<file path="src/rtl/sim_ctrl_pkg.sv">
// Shared types and constants for the simulation controller: state encoding,
// mailbox address map and the exit code reported on watchdog expiry.
package sim_ctrl_pkg;

    typedef enum logic [1:0] {
        HOLD  = 2'd0,
        RUN   = 2'd1,
        DRAIN = 2'd2,
        DONE  = 2'd3
    } state_e;

    localparam logic [1:0] ADDR_EXIT    = 2'd0;
    localparam logic [1:0] ADDR_KICK    = 2'd1;
    localparam logic [1:0] ADDR_PUTCHAR = 2'd2;

    localparam logic [7:0] EXIT_CODE_TIMEOUT = 8'hFF;

endpackage

</file>
<file path="src/rtl/sim_ctrl_wdog.sv">
// Loadable down-counter shared by the hold stretch, the watchdog and the drain
// timer. A count of zero never expires, so loading zero disables it.
module sim_ctrl_wdog #(
    parameter int               CNT_W   = 32,
    parameter logic [CNT_W-1:0] RST_VAL = '0
) (
    input  logic             clk,
    input  logic             reset,
    input  logic             load,
    input  logic [CNT_W-1:0] load_val,
    input  logic             en,
    output logic             expired
);

    logic [CNT_W-1:0] cnt;

    always_ff @(posedge clk) begin
        if (reset)
            cnt <= RST_VAL;
        else if (load)
            cnt <= load_val;
        else if (en && cnt != '0)
            cnt <= cnt - 1'b1;
    end

    // Expiry is the edge on which the count steps from 1 to 0; a load in the
    // same cycle takes priority and suppresses it.
    assign expired = en && !load && (cnt == CNT_W'(1));

endmodule

</file>
<file path="src/rtl/sim_ctrl.sv">
// Simulation controller: stretches the DUT reset, runs a kickable watchdog and
// decodes a write-only mailbox for exit status and console characters.
module sim_ctrl
    import sim_ctrl_pkg::*;
#(
    parameter int unsigned RESET_CYCLES   = 16,
    parameter int unsigned TIMEOUT_CYCLES = 500000000,
    parameter int unsigned DRAIN_CYCLES   = 8,
    parameter int          CNT_W          = 32
) (
    input  logic             clk,
    input  logic             reset,
    input  logic             wr_valid,
    output logic             wr_ready,
    input  logic [1:0]       wr_addr,
    input  logic [31:0]      wr_data,
    output logic             sys_reset,
    output logic             char_valid,
    output logic [7:0]       char_data,
    output logic             sim_done,
    output logic             sim_pass,
    output logic [7:0]       exit_code,
    output logic             timed_out,
    output logic [CNT_W-1:0] cycle_count
);

    if (RESET_CYCLES < 1) begin : g_bad_reset_cycles
        $error("sim_ctrl: RESET_CYCLES must be >= 1");
    end
    if (CNT_W < 32) begin : g_width_chk
        if (((RESET_CYCLES | TIMEOUT_CYCLES | DRAIN_CYCLES) >> CNT_W) != 0) begin : g_bad_width
            $error("sim_ctrl: cycle parameters do not fit in CNT_W");
        end
    end

    state_e state, state_nx;
    logic   accept, do_exit, do_kick, do_put, time_out;
    logic   hold_exp, wd_exp, drain_exp;
    logic   unused_data;

    assign wr_ready  = (state == RUN);
    assign sys_reset = (state == HOLD);
    assign sim_done  = (state == DONE);

    assign accept   = wr_valid && wr_ready;
    assign do_exit  = accept && (wr_addr == ADDR_EXIT);
    assign do_kick  = accept && (wr_addr == ADDR_KICK);
    assign do_put   = accept && (wr_addr == ADDR_PUTCHAR);
    // An EXIT in the expiry cycle wins; a KICK already masks wd_exp via load.
    assign time_out = wd_exp && !do_exit;

    assign unused_data = ^wr_data[31:8];

    sim_ctrl_wdog #(.CNT_W(CNT_W), .RST_VAL(CNT_W'(RESET_CYCLES))) u_hold (
        .clk      (clk),
        .reset    (reset),
        .load     (1'b0),
        .load_val ('0),
        .en       (state == HOLD),
        .expired  (hold_exp)
    );

    sim_ctrl_wdog #(.CNT_W(CNT_W)) u_wdog (
        .clk      (clk),
        .reset    (reset),
        .load     (hold_exp || do_kick),
        .load_val (CNT_W'(TIMEOUT_CYCLES)),
        .en       (state == RUN),
        .expired  (wd_exp)
    );

    sim_ctrl_wdog #(.CNT_W(CNT_W)) u_drain (
        .clk      (clk),
        .reset    (reset),
        .load     (do_exit || time_out),
        .load_val (CNT_W'(DRAIN_CYCLES)),
        .en       (state == DRAIN),
        .expired  (drain_exp)
    );

    always_ff @(posedge clk) begin
        if (reset)
            state <= HOLD;
        else
            state <= state_nx;
    end

    always_comb begin
        state_nx = state;
        case (state)
            HOLD:    if (hold_exp) state_nx = RUN;
            RUN:     if (do_exit || time_out) state_nx = (DRAIN_CYCLES == 0) ? DONE : DRAIN;
            DRAIN:   if (drain_exp) state_nx = DONE;
            DONE:    state_nx = DONE;
            default: state_nx = HOLD;
        endcase
    end

    always_ff @(posedge clk) begin
        if (reset) begin
            char_valid  <= 1'b0;
            char_data   <= '0;
            sim_pass    <= 1'b0;
            exit_code   <= '0;
            timed_out   <= 1'b0;
            cycle_count <= '0;
        end else begin
            char_valid <= do_put;
            if (do_put)
                char_data <= wr_data[7:0];
            if (do_exit) begin
                exit_code <= wr_data[7:0];
                sim_pass  <= (wr_data[7:0] == 8'd0);
            end else if (time_out) begin
                timed_out <= 1'b1;
                exit_code <= EXIT_CODE_TIMEOUT;
                sim_pass  <= 1'b0;
            end
            if ((state == RUN || state == DRAIN) && cycle_count != {CNT_W{1'b1}})
                cycle_count <= cycle_count + 1'b1;
        end
    end

endmodule

</file>
<file path="config.mk">
export PLATFORM = sky130hd
export DESIGN_NAME = sim_ctrl
export DESIGN_NICKNAME = d
export VERILOG_FILES = /design/src/rtl/sim_ctrl_pkg.sv /design/src/rtl/sim_ctrl_wdog.sv /design/src/rtl/sim_ctrl.sv
export SDC_FILE = /design/constraint.sdc
export NUM_CORES = 1
export LEC_CHECK = 0
export BUFFER_PORTS_ARGS = -buffer_cell sky130_fd_sc_hd__buf_2
export CELL_PAD_IN_SITES_DETAIL_PLACEMENT = 1
export CELL_PAD_IN_SITES_GLOBAL_PLACEMENT = 1
export CORE_MARGIN = 1
export CORE_UTILIZATION = 45
export CTS_CLUSTER_SIZE = 28
export DETAILED_ROUTE_END_ITERATION = 16
export PLACE_DENSITY = 0.8
export SYNTH_ARGS = -nofsm -noshare
export SYNTH_HDL_FRONTEND = slang
export SYNTH_SLANG_ARGS = --single-unit
</file>
<file path="constraint.sdc">
create_clock -name clk -period 4 [get_ports clk]
set_input_delay 0.6 -clock clk [delete_from_list [all_inputs] [get_ports clk]]
set_output_delay 0.6 -clock clk [all_outputs]
set_load 0.005 [all_outputs]
</file>
==> impl_metrics.tcl, run 1 <==
set metrics [dict create \
    post_synth_cell_types 51 \
    number_of_maximum_capacitance_constraint_violations 0 \
    dp_cells 1028 \
    synth.area.top_cells "sky130_fd_sc_hd__dfxtp_1 44%, sky130_fd_sc_hd__xnor2_1 8.4%, sky130_fd_sc_hd__nor2_1 8.0%" \
    synth_edf_count 0 \
    regArea_um2 2983 \
    antenna-diode-count 0 \
    initial_core_util 0.4634 \
    synth_most_common_cell "sky130_fd_sc_hd__dfxtp_1" \
    endpoint_kind "flip-flop" \
    setup_repair_after_global_routing_missed_its_margin "no" \
    initialDrtViolationCount 268 \
    n_fill_cell 1778 \
    die_area_um2 15580 \
    overflow 0 \
    synth.top_cell.area_share 0.4395 \
    r2r_setup_slack_ps 980 \
    summed_instance_area_of_the_synthesized_netlist_um2 6787 \
    critical_path_cell_by_cell "or4_1, nor4_1, nand4_1, a211oi_1, nand2_1, xor2_1, nor2_1" \
    worstPathArrival_ps 3300 \
    reg2reg_to "u_hold.cnt[30]" \
    count_of_buffers_inserted_at_the_top_level_ports 66 \
    crit_family "simple AND/OR/NAND/NOR gates" \
    critical_path.startpoint_type "flip-flop" \
    resized_gates_after_cts 0 \
    post_drt_via_cell_ratio 5.578 \
    clkLatencyLatePin_ps 420 \
    antenna_violating_nets_post_route 0 \
    failed_checks "design-rule violations" \
    finClkSkew_ps 9.619 \
    static-leakage-power_nw 2.974 \
    yosysSeqAreaShare 0.4395 \
    worst_slew_margin_rel 0.3745 \
    fin_cells 1058 \
    worst_slew_pin_tran_ps 934.7 \
    clkSinkCount 149 \
    core_area_um2 14640 \
    yosysWarningCount 0 \
    gp_congestion 0.7614 \
    crit_cells 7 \
    grt_max_degree 88 \
    slew_violations 0 \
    globalRouteTotalUtil 0.2374 \
    critical-path-max-stage-delay_ps 750 \
    area.growth.synth_to_final_pct 14.95 \
    final_period_minus_worst_setup_slack_ps 3022 \
    critical-path-slowest-cell "sky130_fd_sc_hd__a211oi_1" \
    rows 44 \
    postSynthRegisterBits 149 \
    synthDominantAreaCellType "sky130_fd_sc_hd__dfxtp_1" \
    rr_worst_depth 7 \
    multi_input_area_um2 3618 \
    postRouteWirelength_um 17500 \
    drive_gt1_frac 0.1201 \
    num-nets-final 913 \
    fin_crit_sh 0.7555 \
    hold_path_startpoint "wr_data[0]" \
    numCtsBuffers 17 \
    required_time_of_the_worst_setup_path_ps 4270 \
    cts_hold_buffers 0 \
    r2r_start "u_hold.cnt[2]" \
    hold_path.class "primary input to flip-flop" \
    report.final.setup_viol 0 \
    synth_ff_type "sky130_fd_sc_hd__dfxtp_1" \
    htreeDepth 4 \
    timing.hold.worst_endpoint "char_data[0]" \
    status "complete, but fails checks" \
    finalHoldViolations 0 \
    finalSetupTns_ps 0 \
    fp.dieW_um 124.8 \
    wl_per_cell_um 16.54 \
    synthesis.nets 851 \
    dr.pass1.iters 10 \
    cp-startpoint "u_hold.cnt[2]" \
    timing_worst_setup_path_type "flip-flop to flip-flop" \
    post-cts-setup-buffers 0 \
    detail_route.drc_violations 6 \
    syn_inst 801 \
    avgSynthCellArea_um2 8.473 \
    worst_hold_depth 3 \
    synth_common_cells "149 x sky130_fd_sc_hd__dfxtp_1, 145 x sky130_fd_sc_hd__nor2_1, 65 x sky130_fd_sc_hd__xnor2_1, 64 x sky130_fd_sc_hd__nand2_1, 46 x sky130_fd_sc_hd__a21oi_1" \
    hpwlAfterDp_um 12080 \
    clock_tree.buffer_depth 2 \
    clk_pin_slew_worst_paths_ps 60 \
    critical_path.max_fanout 6 \
    grt_antenna_before_repair 2 \
    tritoncts "yes" \
    power.density_nw_per_um2 738.2 \
    wire_length_of_the_first_global_routing_pass_um 29870 \
    worst-path-buf-inv 0 \
    via_count 5902 \
    fmax_mhz 330.9 \
    irDropWorstVdd_uv 385.9 \
    num_io_pins 91 \
    die_y_um 124.8 \
    first_global_vias 6220 \
    async_reset_ff_frac 0 \
    ctsRootBufferMaster "sky130_fd_sc_hd__clkbuf_16" \
]
==> sequential cells by signal, indices dropped and copies added, names as in the netlist <==
register and count:
cycle_count 32, u_drain.cnt 32, u_hold.cnt 32, u_wdog.cnt 32, char_data 8, exit_code 8, state 2, char_valid 1
sim_pass 1, timed_out 1
==> final cells by class <==
| cell class | count | area share |
|---|---|---|
| clock buffer | 24 | 0.05790 |
| clock inverter | 6 | 0.01026 |
| inverter | 20 | 0.009623 |
| multi-input combinational | 605 | 0.4638 |
| sequential | 149 | 0.3824 |
| tap | 184 | 0.02951 |
| timing repair buffer | 70 | 0.04651 |
==> worst register-to-register path, cell delays in order, from the launching register on <==
cell and delay (ps):
sky130_fd_sc_hd__dfxtp_1 350, sky130_fd_sc_hd__or4_1 570, sky130_fd_sc_hd__nor4_1 560, sky130_fd_sc_hd__nand4_1 270
sky130_fd_sc_hd__a211oi_1 750, sky130_fd_sc_hd__nand2_1 150, sky130_fd_sc_hd__xor2_1 170, sky130_fd_sc_hd__nor2_1 50
==> cell usage in the layout (no fill, tap or decap), types with 2 or more instances in the layout <==
master,count
sky130_fd_sc_hd__and2_1,2
sky130_fd_sc_hd__ha_1,13
sky130_fd_sc_hd__buf_2,65
sky130_fd_sc_hd__o41ai_1,2
sky130_fd_sc_hd__a21oi_1,46
sky130_fd_sc_hd__nand4b_1,3
sky130_fd_sc_hd__nor4b_1,2
sky130_fd_sc_hd__buf_4,5
sky130_fd_sc_hd__or3_1,36
sky130_fd_sc_hd__o22ai_1,7
sky130_fd_sc_hd__xor2_1,36
sky130_fd_sc_hd__or2_2,2
sky130_fd_sc_hd__xnor2_1,65
sky130_fd_sc_hd__nand3b_1,2
sky130_fd_sc_hd__and4_1,6
sky130_fd_sc_hd__inv_1,20
sky130_fd_sc_hd__nor3_1,35
sky130_fd_sc_hd__nand3_1,21
sky130_fd_sc_hd__or4_1,11
sky130_fd_sc_hd__nor3b_1,2
sky130_fd_sc_hd__bufinv_16,2
sky130_fd_sc_hd__and3_1,7
sky130_fd_sc_hd__a31oi_1,4
sky130_fd_sc_hd__a21o_1,2
sky130_fd_sc_hd__a211oi_1,5
sky130_fd_sc_hd__dfxtp_1,149
sky130_fd_sc_hd__nand4_1,14
sky130_fd_sc_hd__clkbuf_1,7
sky130_fd_sc_hd__nor2_1,145
sky130_fd_sc_hd__clkbuf_16,17
sky130_fd_sc_hd__nand2b_1,5
sky130_fd_sc_hd__nand2_1,64
sky130_fd_sc_hd__o21ai_0,19
sky130_fd_sc_hd__nor4_1,30
sky130_fd_sc_hd__clkinv_2,4
==> stage by stage <==
| stage | hold slack [ps] | power, mW | setup WS (ps) | utilization | instance area, µm² |
|---|---|---|---|---|---|
| 6_report | 445.9 | 5.759 | 978.2 | 0.5327 | 7801 |
| 5_1_grt | 442.5 | 6.174 | 636.8 | 0.5327 | 7801 |
| 4_1_cts | 427.0 | 5.806 | 955.5 | 0.5327 | 7801 |
| 3_5_place_dp | 454.4 | 4.266 | 1027 | 0.4964 | 7269 |
| 3_3_place_gp | 441.6 | 4.110 | 1117 | 0.4964 | 7269 |
| 2_1_floorplan | 442.5 | 3.762 | 1329 | - | 6787 |
==> routing by layer <==
metal,vias up,GRT usage,share of wire
li1,2910,-,-
met1,2873,0.2691,0.44
met2,80,0.4187,0.50
met3,35,0.06873,0.040
met4,4,0.09150,0.019
met5,-,0,0.0015
==> worst max path at each step <==
stage / slack, ps / to
2_1_floorplan: 1330 / state[1]
3_3_place_gp: 1120 / u_hold.cnt[30]
3_5_place_dp: 1030 / u_hold.cnt[26]
4_1_cts: 960 / u_hold.cnt[26]
5_1_grt: 640 / u_hold.cnt[24]
6_report: 980 / u_hold.cnt[30]
==> logic make-up (layout without fill, tap and decap cells) <==
family,count (synthesis),count (layout),share of synthesized area
and+or+nand+nor,392,392,0.2847
DFF,149,149,0.4395
xor gates and xnor gates,101,101,0.1303
AOI/OAI and AO/OA,97,97,0.09053
buffers and inverters,47,120,0.02729
adders and majority gates,13,13,0.02397
muxes,2,2,0.003687
==> where the power goes <==
part / switching, mW / internal (mW) / total, mW
Clock: 0.596 / 0.906 / 1.50
Combinational: 1.38 / 0.887 / 2.27
Sequential: 0.249 / 1.74 / 1.99
Total: 2.22 / 3.53 / 5.76
No activity file was read; power rests on OpenSTA's default activity.
==> run 2: changes to the inputs <==
CORE_UTILIZATION = 39   (was 45)
PLACE_DENSITY = 0.74   (was 0.8)
clock period = 2.6 ns   (was 4 ns; I/O delays follow)
==> run 2 against run 1 <==
Compared with the run above: the flow now finishes without violations; largest power group unchanged; final area grew 7.9%; sequential power increased by 55%; core utilization decreased by 3.0 points; worst hold slack lost 210 ps; power grew 86%; flip-flop and latch count unchanged.
==> impl_metrics.tcl, run 2 (synthesized netlist as in run 1, its figures left out) <==
set metrics [dict create \
    critical_path.startpoint_type "flip-flop" \
    numCtsBuffers 17 \
    gp_congestion 0.8413 \
    layout.cells.most_common_list "148 x sky130_fd_sc_hd__dfxtp_1, 144 x sky130_fd_sc_hd__nor2_1, 65 x sky130_fd_sc_hd__buf_2" \
    finalHoldViolations 0 \
    drive_gt1_frac 0.1854 \
    fmax_mhz 388.4 \
    critical_path_cell_by_cell "or4_4, or4_4, buf_6, o311a_1, nand4_1, buf_4, nor3_2, xnor2_1, a21oi_1" \
    initialDrtViolationCount 227 \
    rows 47 \
    dr.pass1.iters 4 \
    hpwlAfterDp_um 12960 \
    antenna_violating_nets_post_route 0 \
    worstPathArrival_ps 2850 \
    setup_repair_after_global_routing_missed_its_margin "yes" \
    die_y_um 133.9 \
    postRouteWirelength_um 18770 \
    worst_slew_margin_rel 0.3756 \
    wire_length_of_the_first_global_routing_pass_um 31040 \
    timing_worst_setup_path_type "flip-flop to flip-flop" \
    clk_pin_slew_worst_paths_ps 60 \
    most_frequent_standard_cell_in_the_layout_excluding_fill_and_tap_cells "sky130_fd_sc_hd__dfxtp_1" \
    initial_core_util 0.4049 \
    required_time_of_the_worst_setup_path_ps 2870 \
    critical_path.most_common_cell "sky130_fd_sc_hd__or4_4" \
    clock_tree.buffer_depth 2 \
    worst-path-buf-inv 2 \
    wl_per_cell_um 16.51 \
    ctsRootBufferMaster "sky130_fd_sc_hd__clkbuf_16" \
    final_period_minus_worst_setup_slack_ps 2575 \
    crit_family "simple AND/OR/NAND/NOR gates" \
    status "finished, final reports clean" \
    share_comb_of_total_power 0.457 \
    place_ws_ps -102.2 \
    die_area_um2 17930 \
    critical-path-max-stage-delay_ps 530 \
    grt_max_degree 57 \
    finalSetupTns_ps 0 \
    overall_power_mw 10.72 \
    util_after_layout 0.5024 \
    tritoncts "yes" \
    critical_path.max_fanout 7 \
    report.final.setup_viol 0 \
    critical-path-slowest-cell "sky130_fd_sc_hd__or4_4" \
    fin_cells 1137 \
    n_fill_cell 2040 \
    post_drt_via_cell_ratio 5.381 \
    dp_cells 1099 \
    setup_ws_ps 25.43 \
    slew_violations 0 \
    count_of_buffers_inserted_at_the_top_level_ports 66 \
    core_area_um2 16760 \
    fp.dieW_um 133.9 \
    regArea_um2 2984 \
    cellInternalPower_mw 6.691 \
    overflow 0 \
    proportion_of_power_drawn_by_the_clock_network 0.256 \
    grt_antenna_before_repair 0 \
    fin_crit_sh 0.9902 \
    multi_input_area_um2 3705 \
    antenna-diode-count 0 \
    htreeDepth 4 \
    clkSinkCount 149 \
    detail_route.drc_violations 0 \
    number_of_maximum_capacitance_constraint_violations 0 \
    switching_power_mw 4.033 \
    worst_slew_pin_tran_ps 933.2 \
    via_count 6118 \
    num-nets-final 954 \
    num_io_pins 91 \
    hold_path.class "primary input to flip-flop" \
    first_global_vias 6540 \
    static-leakage-power_nw 3.274 \
    power.share.sequential 0.287 \
    globalRouteTotalUtil 0.2126 \
    endpoint_kind "flip-flop" \
    power.density_nw_per_um2 1274 \
    irDropWorstVdd_uv 590.6 \
    power.switching_fraction 0.3761 \
    clkLatencyLatePin_ps 420 \
    finClkSkew_ps 7.407 \
    area.growth.synth_to_final_pct 24.08 \
]
==> run 2: cell types whose count changed in the layout (fill, tap and decap cells not counted), moves of 4 or more <==
cell / change
sky130_fd_sc_hd__nor3_2: +4
sky130_fd_sc_hd__clkbuf_1: -7
sky130_fd_sc_hd__buf_4: +35
sky130_fd_sc_hd__nor3_1: -4
==> run 2: per-stage QoR <==
step | area, µm² | hold slack [ps]
floorplan | 6793 | 442.5
global placement | 7602 | 442.5
detailed placement | 7602 | 454.2
CTS | 8287 | 215.3
global route | 8421 | 223.7
finish | 8421 | 235.2
==> run 2: worst paths after layout <==
kind                                startpoint             end  slack [ps]  cells past startpoint
worst max-delay path            u_wdog.cnt[19]  u_wdog.cnt[23]          30                      9
worst min register to register    char_data[1]    char_data[1]         460                      2
worst min-delay path                wr_data[4]    char_data[4]         240                      3
worst max register to register  u_wdog.cnt[19]  u_wdog.cnt[23]          30                      9
==> run 2: area by class of cell <==
class | instances | area share
Multi-Input combinational cell | 605 | 0.4400
Clock inverter | 13 | 0.02422
Timing Repair Buffer | 111 | 0.08603
Tap cell | 220 | 0.03269
Clock buffer | 19 | 0.05379
Inverter | 20 | 0.008915
Sequential cell | 149 | 0.3544
==> run 2: worst min-delay path, cell delays in order <==
cell and delay (ps):
sky130_fd_sc_hd__buf_2 110, sky130_fd_sc_hd__nand2_1 50, sky130_fd_sc_hd__a21oi_1 50
==> run 2: per-layer routing <==
| layer | vias up | global-route usage | wire length (µm) |
|---|---|---|---|
| li1 | 2985 | - | - |
| met1 | 3014 | 0.2393 | 7974 |
| met2 | 91 | 0.3863 | 9845 |
| met3 | 28 | 0.05215 | 607 |
| met4 | 0 | 0.07639 | 345 |
| met5 | - | 0 | 0 |
==> run 2: repair_timing <==
item                       4_1_cts  5_1_grt
hold buffers                     0        0
gates cloned                     0        1
setup endpoints to repair       17       24
gates resized for setup          5       15
pin swaps                        4        7
setup buffers                    1        4
==> run 2: power groups by stage <==
stage	clock (mW)	sequential, mW	combinational, mW
CTS	2.80	3.06	4.31
global placement	0	3.05	3.87
global route	2.89	3.13	5.36
detailed placement	0	3.10	4.08
floorplan	0	3.01	2.84
finish	2.74	3.08	4.90
==> run 3: changes to the inputs <==
CORE_UTILIZATION = 41   (was 39)
PLACE_DENSITY = 0.76   (was 0.74)
SYNTH_HIERARCHICAL = 1   (was not set)
==> run 3 against run 2 <==
Compared with the run above: the flow now finishes with violations (negative setup slack); critical path type unchanged; sequential power up 10%; core utilization up 9.6 points; clock skew up 0.80 ps; clock power down 3%; combinational power up 110%; flip-flop and latch count unchanged; critical path depth up 3.
==> impl_metrics.tcl, run 3 <==
set metrics [dict create \
    antenna_violating_nets_post_route 0 \
    clkLatencyLatePin_ps 430 \
    power.density_nw_per_um2 1336 \
    finClkSkew_ps 8.203 \
    cts_hold_buffers 0 \
    hold-worst-slack_ps 214.4 \
    detail_route.drc_violations 0 \
    avgSynthCellArea_um2 8.323 \
    postRouteWirelength_um 33080 \
    clock_tree.buffer_depth 2 \
    power.switching_fraction 0.4642 \
    critical-path-slowest-cell "sky130_fd_sc_hd__or4_4" \
    hold_path_startpoint "wr_data[6]" \
    critical_path_cell_by_cell "or4_4, or3_4, nor2_4, nand2_2, nor4b_4, inv_2, nand2_4, buf_12, clkinvlp_4, nand4_1, o31ai_1, a2111oi_1" \
    critical_path.startpoint_type "flip-flop" \
    tritoncts "yes" \
    synth_most_common_cell "sky130_fd_sc_hd__dfxtp_1" \
    synth_edf_count 0 \
    synth_common_cells "149 x sky130_fd_sc_hd__dfxtp_1, 133 x sky130_fd_sc_hd__nor2_1, 64 x sky130_fd_sc_hd__nand2_1, 53 x sky130_fd_sc_hd__clkbuf_1, 47 x sky130_fd_sc_hd__a311oi_1" \
    first_global_vias 9953 \
    number_of_maximum_capacitance_constraint_violations 0 \
    worstPathArrival_ps 3240 \
    yosysWarningCount 6 \
    postSynthRegisterBits 149 \
    synthDominantAreaCellType "sky130_fd_sc_hd__dfxtp_1" \
    proportion_of_power_drawn_by_the_clock_network 0.163 \
    overflow 0 \
    r2r_start "u_wdog/cnt[22]" \
    area.growth.synth_to_final_pct 41.04 \
    summed_instance_area_of_the_synthesized_netlist_um2 8697 \
    synth_ff_type "sky130_fd_sc_hd__dfxtp_1" \
    via_count 9585 \
    power.share.sequential 0.207 \
    post_drt_via_cell_ratio 5.928 \
    drive_gt1_frac 0.3066 \
    clk_pin_slew_worst_paths_ps 70 \
    setup_repair_after_global_routing_missed_its_margin "yes" \
    cellInternalPower_mw 8.779 \
    static-leakage-power_nw 4.658 \
    share_comb_of_total_power 0.630 \
    reg2reg_to "u_drain/cnt[5]" \
    stdcell_area_um2 12270 \
    numCtsBuffers 17 \
    final_period_minus_worst_setup_slack_ps 2942 \
    yosysSeqAreaShare 0.3430 \
    report.final.setup_viol 38 \
    die_y_um 147.6 \
    num_io_pins 91 \
    fmax_mhz 339.9 \
    required_time_of_the_worst_setup_path_ps 2900 \
    rr_worst_depth 12 \
    slew_violations 0 \
    post_synth_cell_types 84 \
    initial_core_util 0.4244 \
    fin_crit_sh 1.131 \
    wire_length_of_the_first_global_routing_pass_um 50350 \
    critical-path-max-stage-delay_ps 540 \
    wl_per_cell_um 20.46 \
    timing.hold.worst_endpoint "char_data[6]" \
    synth.area.top_cells "sky130_fd_sc_hd__dfxtp_1 34%, sky130_fd_sc_hd__nor2_1 5.7%, sky130_fd_sc_hd__a311oi_1 4.7%" \
    initialDrtViolationCount 426 \
    postPlaceCellArea_um2 10590 \
    grt_antenna_before_repair 0 \
    irDropWorstVdd_uv 796.2 \
    fp.dieW_um 147.6 \
    core_area_um2 20490 \
    setup_ws_ps -341.8 \
    endpoint_kind "flip-flop" \
    layout.cells.most_common_list "145 x sky130_fd_sc_hd__buf_4, 143 x sky130_fd_sc_hd__dfxtp_1, 113 x sky130_fd_sc_hd__nor2_1" \
    place_ws_ps -402.9 \
    timing_worst_setup_path_type "flip-flop to flip-flop" \
    n_fill_cell 2457 \
    switching_power_mw 7.606 \
    grt_max_degree 48 \
    overall_power_mw 16.39 \
    status "complete, but fails checks" \
    hold_path.class "primary input to flip-flop" \
    htreeDepth 4 \
    r2r_setup_slack_ps -340 \
    worst_slew_pin_tran_ps 624.9 \
    antenna-diode-count 0 \
    critical_path.max_fanout 3 \
    ctsRootBufferMaster "sky130_fd_sc_hd__clkbuf_16" \
    finalHoldViolations 0 \
    die_area_um2 21800 \
    rows 52 \
    clkSinkCount 149 \
    synth.top_cell.area_share 0.3430 \
    syn_inst 1045 \
    dr.pass1.iters 5 \
    worst_hold_depth 3 \
    async_reset_ff_frac 0 \
    worst_slew_margin_rel 0.5795 \
    most_frequent_standard_cell_in_the_layout_excluding_fill_and_tap_cells "sky130_fd_sc_hd__buf_4" \
    util_after_layout 0.5985 \
    num-nets-final 1385 \
    hpwlAfterDp_um 19510 \
    globalRouteTotalUtil 0.2856 \
    count_of_buffers_inserted_at_the_top_level_ports 66 \
    failed_checks "negative setup slack" \
    gp_congestion 0.8394 \
]
run 3: changes by cell type in the layout (fill, tap and decap cells not counted), moves of 29 or more:
| cell | delta |
|---|---|
| sky130_fd_sc_hd__conb_1 | +99 |
| sky130_fd_sc_hd__xnor2_1 | -51 |
| sky130_fd_sc_hd__nor2_1 | -31 |
| sky130_fd_sc_hd__a211oi_1 | +29 |
| sky130_fd_sc_hd__o31ai_1 | +34 |
| sky130_fd_sc_hd__buf_4 | +105 |
| sky130_fd_sc_hd__a311oi_1 | +32 |
run 3: area by class of cell:
| cell class | instances | area, µm² | area share |
|---|---|---|---|
| clock buffers | 17 | 425.4 | 0.03468 |
| clock inverters | 13 | 183.9 | 0.01499 |
| inverters | 42 | 162.7 | 0.01326 |
| multi-input cells | 883 | 6233 | 0.5082 |
| flip-flops and latches | 149 | 2990 | 0.2438 |
| well taps | 270 | 337.8 | 0.02754 |
| repair buffers | 242 | 1926 | 0.1570 |
| repair inverters | 1 | 7.507 | 0.0006120 |
run 3: cell families (layout without fill, tap and decap cells):
kind of cell             after synthesis  after routing  synth area share
AO/OA/AOI/OAI                        264            264            0.2329
AND/OR/NAND/NOR                      474            474            0.3164
other                                  2             99         0.0008635
flip-flops                           149            149            0.3430
adder cells (fa/ha/maj)               12             12           0.01726
multiplexers                           5              5          0.006042
buffers and inverters                110            315           0.05438
XOR/XNOR                              29             29           0.02920
run 3: what timing repair did:
item	in CTS	in global routing
resized for setup	77	86
pin swaps	33	28
cloned	5	0
buffers inserted	16	19
setup endpoints to repair	55	79
run 3: how the worst max path moves through the flow:
| stage | startpoint | end | cells past startpoint |
|---|---|---|---|
| after floorplan | u_hold/cnt[7] | state[0] | 18 |
| after global placement | u_wdog/cnt[19] | u_drain/cnt[5] | 11 |
| after detailed placement | u_wdog/cnt[19] | u_drain/cnt[5] | 11 |
| after CTS | u_wdog/cnt[23] | u_drain/cnt[13] | 11 |
| after global routing | u_hold/cnt[22] | state[1] | 17 |
| final | u_wdog/cnt[22] | u_drain/cnt[5] | 12 |
run 3: metrics by stage:
stage	TNS, ps	instances
2_1_floorplan	-12320	1142
3_3_place_gp	-7523	1550
3_5_place_dp	-10790	1550
4_1_cts	-7218	1601
5_1_grt	-12910	1617
6_report	-8821	1617
run 3: routing by layer:
layer,up-vias,wire length (µm),global-route usage
met5,-,0,0
met3,76,1007,0.05062
met1,4794,13880,0.3319
li1,4511,-,-
met4,0,928,0.1067
met2,204,17270,0.5198
run 3: power groups by stage:
stage | clock [mW] | sequential, mW | combinational [mW]
after CTS | 2.68 | 3.32 | 8.85
after detailed placement | 0 | 3.33 | 8.17
after global routing | 2.78 | 3.46 | 10.9
after floorplan | 0 | 3.27 | 5.31
final | 2.67 | 3.39 | 10.3
after global placement | 0 | 3.31 | 7.93
run 3: worst max-delay path, delay by kind of cell, from the launching register on:
family                 cells  cell delay [ps]
buffers and inverters      3              300
AND/OR/NAND/NOR            7             1700
flip-flops                 1              320
AO/OA/AOI/OAI              2              500
